--- src/rtl/alif_sel_seq_if.sv ---
// Handshake bundle between the select-sequencer stage and its driver/mux side.
// The slave modport is the sequencer's view; master is the driving side.
interface alif_sel_seq_if;
   logic       start;
   logic       stop;
   logic       a_in;
   logic       b_in;
   logic       mux_out;
   logic       a;
   logic       b;
   logic       sel_b1;
   logic       sel_b2;
   logic       busy;
   logic       done;
   logic [2:0] step;
   logic [3:0] err_cnt;

   modport master (
      output start, stop, a_in, b_in, mux_out,
      input  a, b, sel_b1, sel_b2, busy, done, step, err_cnt
   );

   modport slave (
      input  start, stop, a_in, b_in, mux_out,
      output a, b, sel_b1, sel_b2, busy, done, step, err_cnt
   );
endinterface

--- src/rtl/alif_sel_seq.sv ---
// Stimulus/check sequencer for the two-select mux (b when sel_b1 && sel_b2,
// a otherwise). A run walks the four select codes twice, first with the
// sampled a/b and then inverted, holds each code HOLD_CYCLES clocks and
// compares the returned mux output once at the end of every step.
module alif_sel_seq #(
   parameter int unsigned HOLD_CYCLES = 5   // 1..255
) (
   input logic          clk,
   input logic          areset,
   alif_sel_seq_if.slave bus
);

   typedef enum logic {
      ST_IDLE = 1'b0,
      ST_RUN  = 1'b1
   } state_t;

   localparam logic [7:0] HOLD_LAST = 8'(HOLD_CYCLES - 1);

   state_t     r_state, w_state_nxt;
   logic       r_a_lat, w_a_lat_nxt;
   logic       r_b_lat, w_b_lat_nxt;
   logic [7:0] r_hold,  w_hold_nxt;
   logic [2:0] r_step,  w_step_nxt;
   logic [3:0] r_err,   w_err_nxt;
   logic       r_done,  w_done_nxt;
   logic       r_a, r_b, r_sel_b1, r_sel_b2, r_busy;
   logic       w_run_nxt;
   logic       w_expected;

   // State register.
   // NOTE: clocked blocks use non-blocking assignments so every register
   // samples pre-edge values regardless of statement order.
   always_ff @(posedge clk or posedge areset) begin
      if (areset) r_state <= ST_IDLE;
      else        r_state <= w_state_nxt;
   end

   // Next-state, step/hold sequencing and end-of-step mux check.
   always_comb begin
      // NOTE: every signal gets a default first so no path infers a latch.
      w_state_nxt = r_state;
      w_a_lat_nxt = r_a_lat;
      w_b_lat_nxt = r_b_lat;
      w_hold_nxt  = r_hold;
      w_step_nxt  = r_step;
      w_err_nxt   = r_err;
      w_done_nxt  = 1'b0;
      // Expected value uses the registered drive currently seen by the mux.
      w_expected  = (r_sel_b1 & r_sel_b2) ? r_b : r_a;

      case (r_state)
         ST_IDLE: begin
            if (bus.start && !bus.stop) begin
               w_state_nxt = ST_RUN;
               w_a_lat_nxt = bus.a_in;
               w_b_lat_nxt = bus.b_in;
               w_hold_nxt  = '0;
               w_step_nxt  = '0;
               w_err_nxt   = '0;
            end
         end
         ST_RUN: begin
            if (bus.stop) begin
               // Abort: the in-progress step is not checked.
               w_state_nxt = ST_IDLE;
               w_hold_nxt  = '0;
               w_step_nxt  = '0;
            end else if (r_hold == HOLD_LAST) begin
               if ((bus.mux_out != w_expected) && (r_err != 4'hF))
                  w_err_nxt = r_err + 4'd1;
               w_hold_nxt = '0;
               if (r_step == 3'd7) begin
                  w_state_nxt = ST_IDLE;
                  w_step_nxt  = '0;
                  w_done_nxt  = 1'b1;
               end else begin
                  w_step_nxt = r_step + 3'd1;
               end
            end else begin
               w_hold_nxt = r_hold + 8'd1;
            end
         end
         default: begin
            w_state_nxt = ST_IDLE;
         end
      endcase

      w_run_nxt = (w_state_nxt == ST_RUN);
   end

   // Datapath registers; mux drive is decoded from the next step so it is
   // registered alongside it and drops to zero whenever the run ends.
   always_ff @(posedge clk or posedge areset) begin
      if (areset) begin
         r_a_lat  <= 1'b0;
         r_b_lat  <= 1'b0;
         r_hold   <= '0;
         r_step   <= '0;
         r_err    <= '0;
         r_done   <= 1'b0;
         r_a      <= 1'b0;
         r_b      <= 1'b0;
         r_sel_b1 <= 1'b0;
         r_sel_b2 <= 1'b0;
         r_busy   <= 1'b0;
      end else begin
         r_a_lat  <= w_a_lat_nxt;
         r_b_lat  <= w_b_lat_nxt;
         r_hold   <= w_hold_nxt;
         r_step   <= w_step_nxt;
         r_err    <= w_err_nxt;
         r_done   <= w_done_nxt;
         r_a      <= w_run_nxt & (w_a_lat_nxt ^ w_step_nxt[2]);
         r_b      <= w_run_nxt & (w_b_lat_nxt ^ w_step_nxt[2]);
         r_sel_b1 <= w_run_nxt & w_step_nxt[0];
         r_sel_b2 <= w_run_nxt & w_step_nxt[1];
         r_busy   <= w_run_nxt;
      end
   end

   assign bus.a       = r_a;
   assign bus.b       = r_b;
   assign bus.sel_b1  = r_sel_b1;
   assign bus.sel_b2  = r_sel_b2;
   assign bus.busy    = r_busy;
   assign bus.done    = r_done;
   assign bus.step    = r_step;
   assign bus.err_cnt = r_err;

endmodule

--- src/flat_wrapper.sv ---
// flat-port wrapper written by rule: the top's interface ports become plain ports
module alif_sel_seq_flat 
#(
   parameter int unsigned HOLD_CYCLES = 5            
)
  (clk, areset, bus_start, bus_stop, bus_a_in, bus_b_in, bus_mux_out, bus_a, bus_b, bus_sel_b1, bus_sel_b2, bus_busy, bus_done, bus_step, bus_err_cnt);
  alif_sel_seq_if bus_i ();
  input logic clk;
  input logic areset;
  input wire logic [$bits(bus_i.start)-1:0] bus_start;
  input wire logic [$bits(bus_i.stop)-1:0] bus_stop;
  input wire logic [$bits(bus_i.a_in)-1:0] bus_a_in;
  input wire logic [$bits(bus_i.b_in)-1:0] bus_b_in;
  input wire logic [$bits(bus_i.mux_out)-1:0] bus_mux_out;
  output wire logic [$bits(bus_i.a)-1:0] bus_a;
  output wire logic [$bits(bus_i.b)-1:0] bus_b;
  output wire logic [$bits(bus_i.sel_b1)-1:0] bus_sel_b1;
  output wire logic [$bits(bus_i.sel_b2)-1:0] bus_sel_b2;
  output wire logic [$bits(bus_i.busy)-1:0] bus_busy;
  output wire logic [$bits(bus_i.done)-1:0] bus_done;
  output wire logic [$bits(bus_i.step)-1:0] bus_step;
  output wire logic [$bits(bus_i.err_cnt)-1:0] bus_err_cnt;
  assign bus_i.start = bus_start;
  assign bus_i.stop = bus_stop;
  assign bus_i.a_in = bus_a_in;
  assign bus_i.b_in = bus_b_in;
  assign bus_i.mux_out = bus_mux_out;
  assign bus_a = bus_i.a;
  assign bus_b = bus_i.b;
  assign bus_sel_b1 = bus_i.sel_b1;
  assign bus_sel_b2 = bus_i.sel_b2;
  assign bus_busy = bus_i.busy;
  assign bus_done = bus_i.done;
  assign bus_step = bus_i.step;
  assign bus_err_cnt = bus_i.err_cnt;
  alif_sel_seq #(.HOLD_CYCLES(HOLD_CYCLES)) u_core (.clk(clk), .areset(areset), .bus(bus_i));
endmodule
--- config.mk ---
export PLATFORM = sky130hd
export DESIGN_NAME = alif_sel_seq_flat
export DESIGN_NICKNAME = d
export VERILOG_FILES = /design/src/rtl/alif_sel_seq_if.sv /design/src/rtl/alif_sel_seq.sv /design/src/flat_wrapper.sv
export SDC_FILE = /design/constraint.sdc
export NUM_CORES = 1
export LEC_CHECK = 0
export CAP_MARGIN = 20
export CORE_ASPECT_RATIO = 0.9
export CORE_MARGIN = 2
export CORE_UTILIZATION = 52
export DETAILED_ROUTE_END_ITERATION = 10
export GPL_TIMING_DRIVEN = 0
export HOLD_SLACK_MARGIN = 0.12
export PLACE_DENSITY = 0.78
export SYNTH_ARGS = -nofsm -noshare
export SYNTH_HDL_FRONTEND = slang
export SYNTH_SLANG_ARGS = --single-unit
--- constraint.sdc ---
create_clock -name clk -period 2 [get_ports clk]
set_input_delay 0.3 -clock clk [delete_from_list [all_inputs] [get_ports clk]]
set_output_delay 0.3 -clock clk [all_outputs]
set_load 0.01 [all_outputs]
==> reports/summary.txt, run 1 <==
Status: completed
Congestion Overflow GR: 0
CTS Buf Count: 3
Pre-CTS setup slack: -339 ps
Clk root buf: clkbuf_4
Port buffer count: 19
Initial drt markers: 27
Highest net fanout along the worst path: 3
Seq. cell area: 576 um2
Filler Cell Count: 175
Synth Instances: 117
Drt total wl: 2840 um
H-tree Lvls: 1
Largest net degree at the start of global routing: 24
Tcrit/Tclk final: 98.0%
Min Tclk post-route: 1960 ps
Slowest cell delay on critical path: 480 ps
Die X-Extent: 55.5 um
Min-Delay Path Class: in2async
Register with the most flip-flops: u_core.r_hold
Antenna-violating nets left: 0
Post-synthesis sequential area ratio: 46.3%
Final Hold Viols: 0
Synth Register Bits: 23
PwrDens: 557 mW/mm2
Max Root-Sink Buffers: 2
Clk_skew: 7.15 ps
Max FFs per register: 8
Synth warnings: 0
Worst Setup Slack, final: 40.1 ps
Critical Path Start Type: flop
Antenna violations before repair: 0
Net Count, Synth: 130
Slowest stage cell on the critical path: or4b_4
Final Max Tran Viols: 0
Worst Tran Pin Value: 861 ps
Leakage power: 0.728 nW
Yosys cell types: 39
Clock-pin slew on the worst setup and hold paths: 140 ps
Max Cap Viol: 0
Vias per cell: 6.08
RSZ-0062 raised after global routing: true
Worst Path Required: 2230 ps
Clk_lat worst skew: 330 ps
I/O pin count: 20
Routed wire length per instance: 16.3 um
FP Rows: 16
Hold_ws: 435 ps
Die height: 50.4 um
Crit path kind: reg2reg
Layout cells sized above 1: 17.7%
Relative slew slack: 42.5%
Die ar.: 0.00280 mm2
Detailed Place HPWL: 1880 um
Initial Utilization: 55.9%
Util after Layout: 71.7%
Post-Syn Area: 0.00124 mm2
Gpl congestion: 0.777
Synth area leader: dfrtp_1
First-pass GRT wire length: 4510 um
GR Util All Layers: 20.6%
EDFF count, synth: 0
CTS tree: built
Data arrival time of the worst path: 2190 ps
Area of the multi-input gates: 676 um2
Top post-synthesis cells by count: 23 x dfrtp_1, 7 x nand2_1, 6 x ha_1, 6 x inv_1, 6 x nor2_1
Vias in the first global route: 979
Syn avg cell area: 10.6 um2
Core box area: 0.00222 mm2
DRC Markers: 0
Top cell type's share of synthesized area: 46.3%
Largest cells by area after synthesis: dfrtp_1 46%, ha_1 6.0%, mux2i_1 4.0%
Worst vdd ir: 0.474 mV
Final nets: 161
First-pass DRT Iterations: 4
P&R area growth vs syn: 28.2%
Top-count cell post-synth: dfrtp_1
Critical-path cell list: inv_2 > ha_2 > or4b_4 > o211a_1 > a221o_1 > mux2i_1
Worst setup EP type: flop
Ys flop type: dfrtp_1
FFs w/ async S/R, synth: 100%
Via count: 1058
CTS sink count: 23
Fmax: 0.510 GHz
Inserted Diodes: 0
Final setup viols: 0
-- worst max-delay path, delay by kind of cell, from the launching register on --
family | cells | cell delay, ps
AOI/OAI and AO/OA | 2 | 560
muxes | 1 | 150
buffers and inverters | 1 | 70
and+or+nand+nor | 1 | 480
DFF | 1 | 420
adders and majority gates | 1 | 180
-- layout by cell type, fill, tap and decap left out, types with 5 or more instances in the layout --
cell type	instances
dfrtp_1	23
nand3_1	5
nand2_1	7
buf_4	6
inv_1	5
o21ai_0	5
nor2_1	6
mux2i_1	5
ha_1	5
clkdlybuf4s50_1	19
-- per-layer routing --
metal	vias to the layer above	share of wire [%]	wire [um]	track usage, %
met4	0	0.95	27	4.88
li1	493	-	-	-
met3	4	5.5	157	5.41
met2	29	50	1430	33.1
met5	-	0	0	0
met1	532	43	1230	28.1
-- cell type report --
cell class	count	area share, %
clock buffer	3	1.41
sequential	23	36.1
buffer	2	0.550
inverter	6	1.41
clock inverter	1	0.471
multi-input combinational	86	42.4
timing repair buffer	26	15.5
tap	27	2.12
-- kinds of logic after synthesis --
family | synth area share (%)
adder cells (fa/ha/maj) | 6.04
multiplexers | 6.75
AO/OA/AOI/OAI | 14.2
AND/OR/NAND/NOR | 22.1
buffers and inverters | 2.52
XOR/XNOR | 2.12
flip-flops | 46.3
-- power breakdown --
group	total, mW	switching (mW)	leakage (nW)	internal, mW
clock	0.231	0.154	0.0139	0.0767
combinational	0.162	0.0820	0.401	0.0796
sequential	0.494	0.0102	0.313	0.484
-- stage by stage --
step	instances	instance area, um2	power (mW)	setup TNS, ps
after floorplan	117	1240	0.589	0
after global placement	163	1470	0.631	-746
after detailed placement	163	1470	0.637	-1200
after CTS	169	1520	0.862	-7.85
after global routing	174	1590	0.927	-108
final	174	1590	0.886	0
-- path summary, 6_finish.rpt --
kind	from	slack, ps	cells past startpoint	end
max	u_core.r_hold[0]$_DFFE_PP0P_	40	6	u_core.bus.b$_DFF_PP0_
max reg2reg	u_core.r_hold[0]$_DFFE_PP0P_	40	6	u_core.bus.b$_DFF_PP0_
min reg2reg	u_core.r_a_lat$_DFF_PP0_	530	1	u_core.r_a_lat$_DFF_PP0_
max in group asynchronous	areset	1030	2	u_core.r_hold[4]$_DFFE_PP0P_
min	areset	430	2	u_core.bus.step[0]$_DFF_PP0_
min in group clk	u_core.r_a_lat$_DFF_PP0_	530	1	u_core.r_a_lat$_DFF_PP0_
-- repair_timing --
item                       CTS  global route
hold buffers                 0             0
buffers inserted             2             5
gates resized for setup      2             8
setup endpoints to repair    3             5
pin swaps                    1             5
Power figures use the tool's default switching activity.
==> run 2: changes to the inputs <==
--- a/config.mk
+++ b/config.mk
@@ -5,7 +5,6 @@
 export SDC_FILE = /design/constraint.sdc
 export NUM_CORES = 1
 export LEC_CHECK = 0
-export CAP_MARGIN = 20
 export CORE_ASPECT_RATIO = 0.9
 export CORE_MARGIN = 2
 export CORE_UTILIZATION = 52
==> results of run 2 <==
The final DEF is identical to that of run 1; final timing and power are the same.
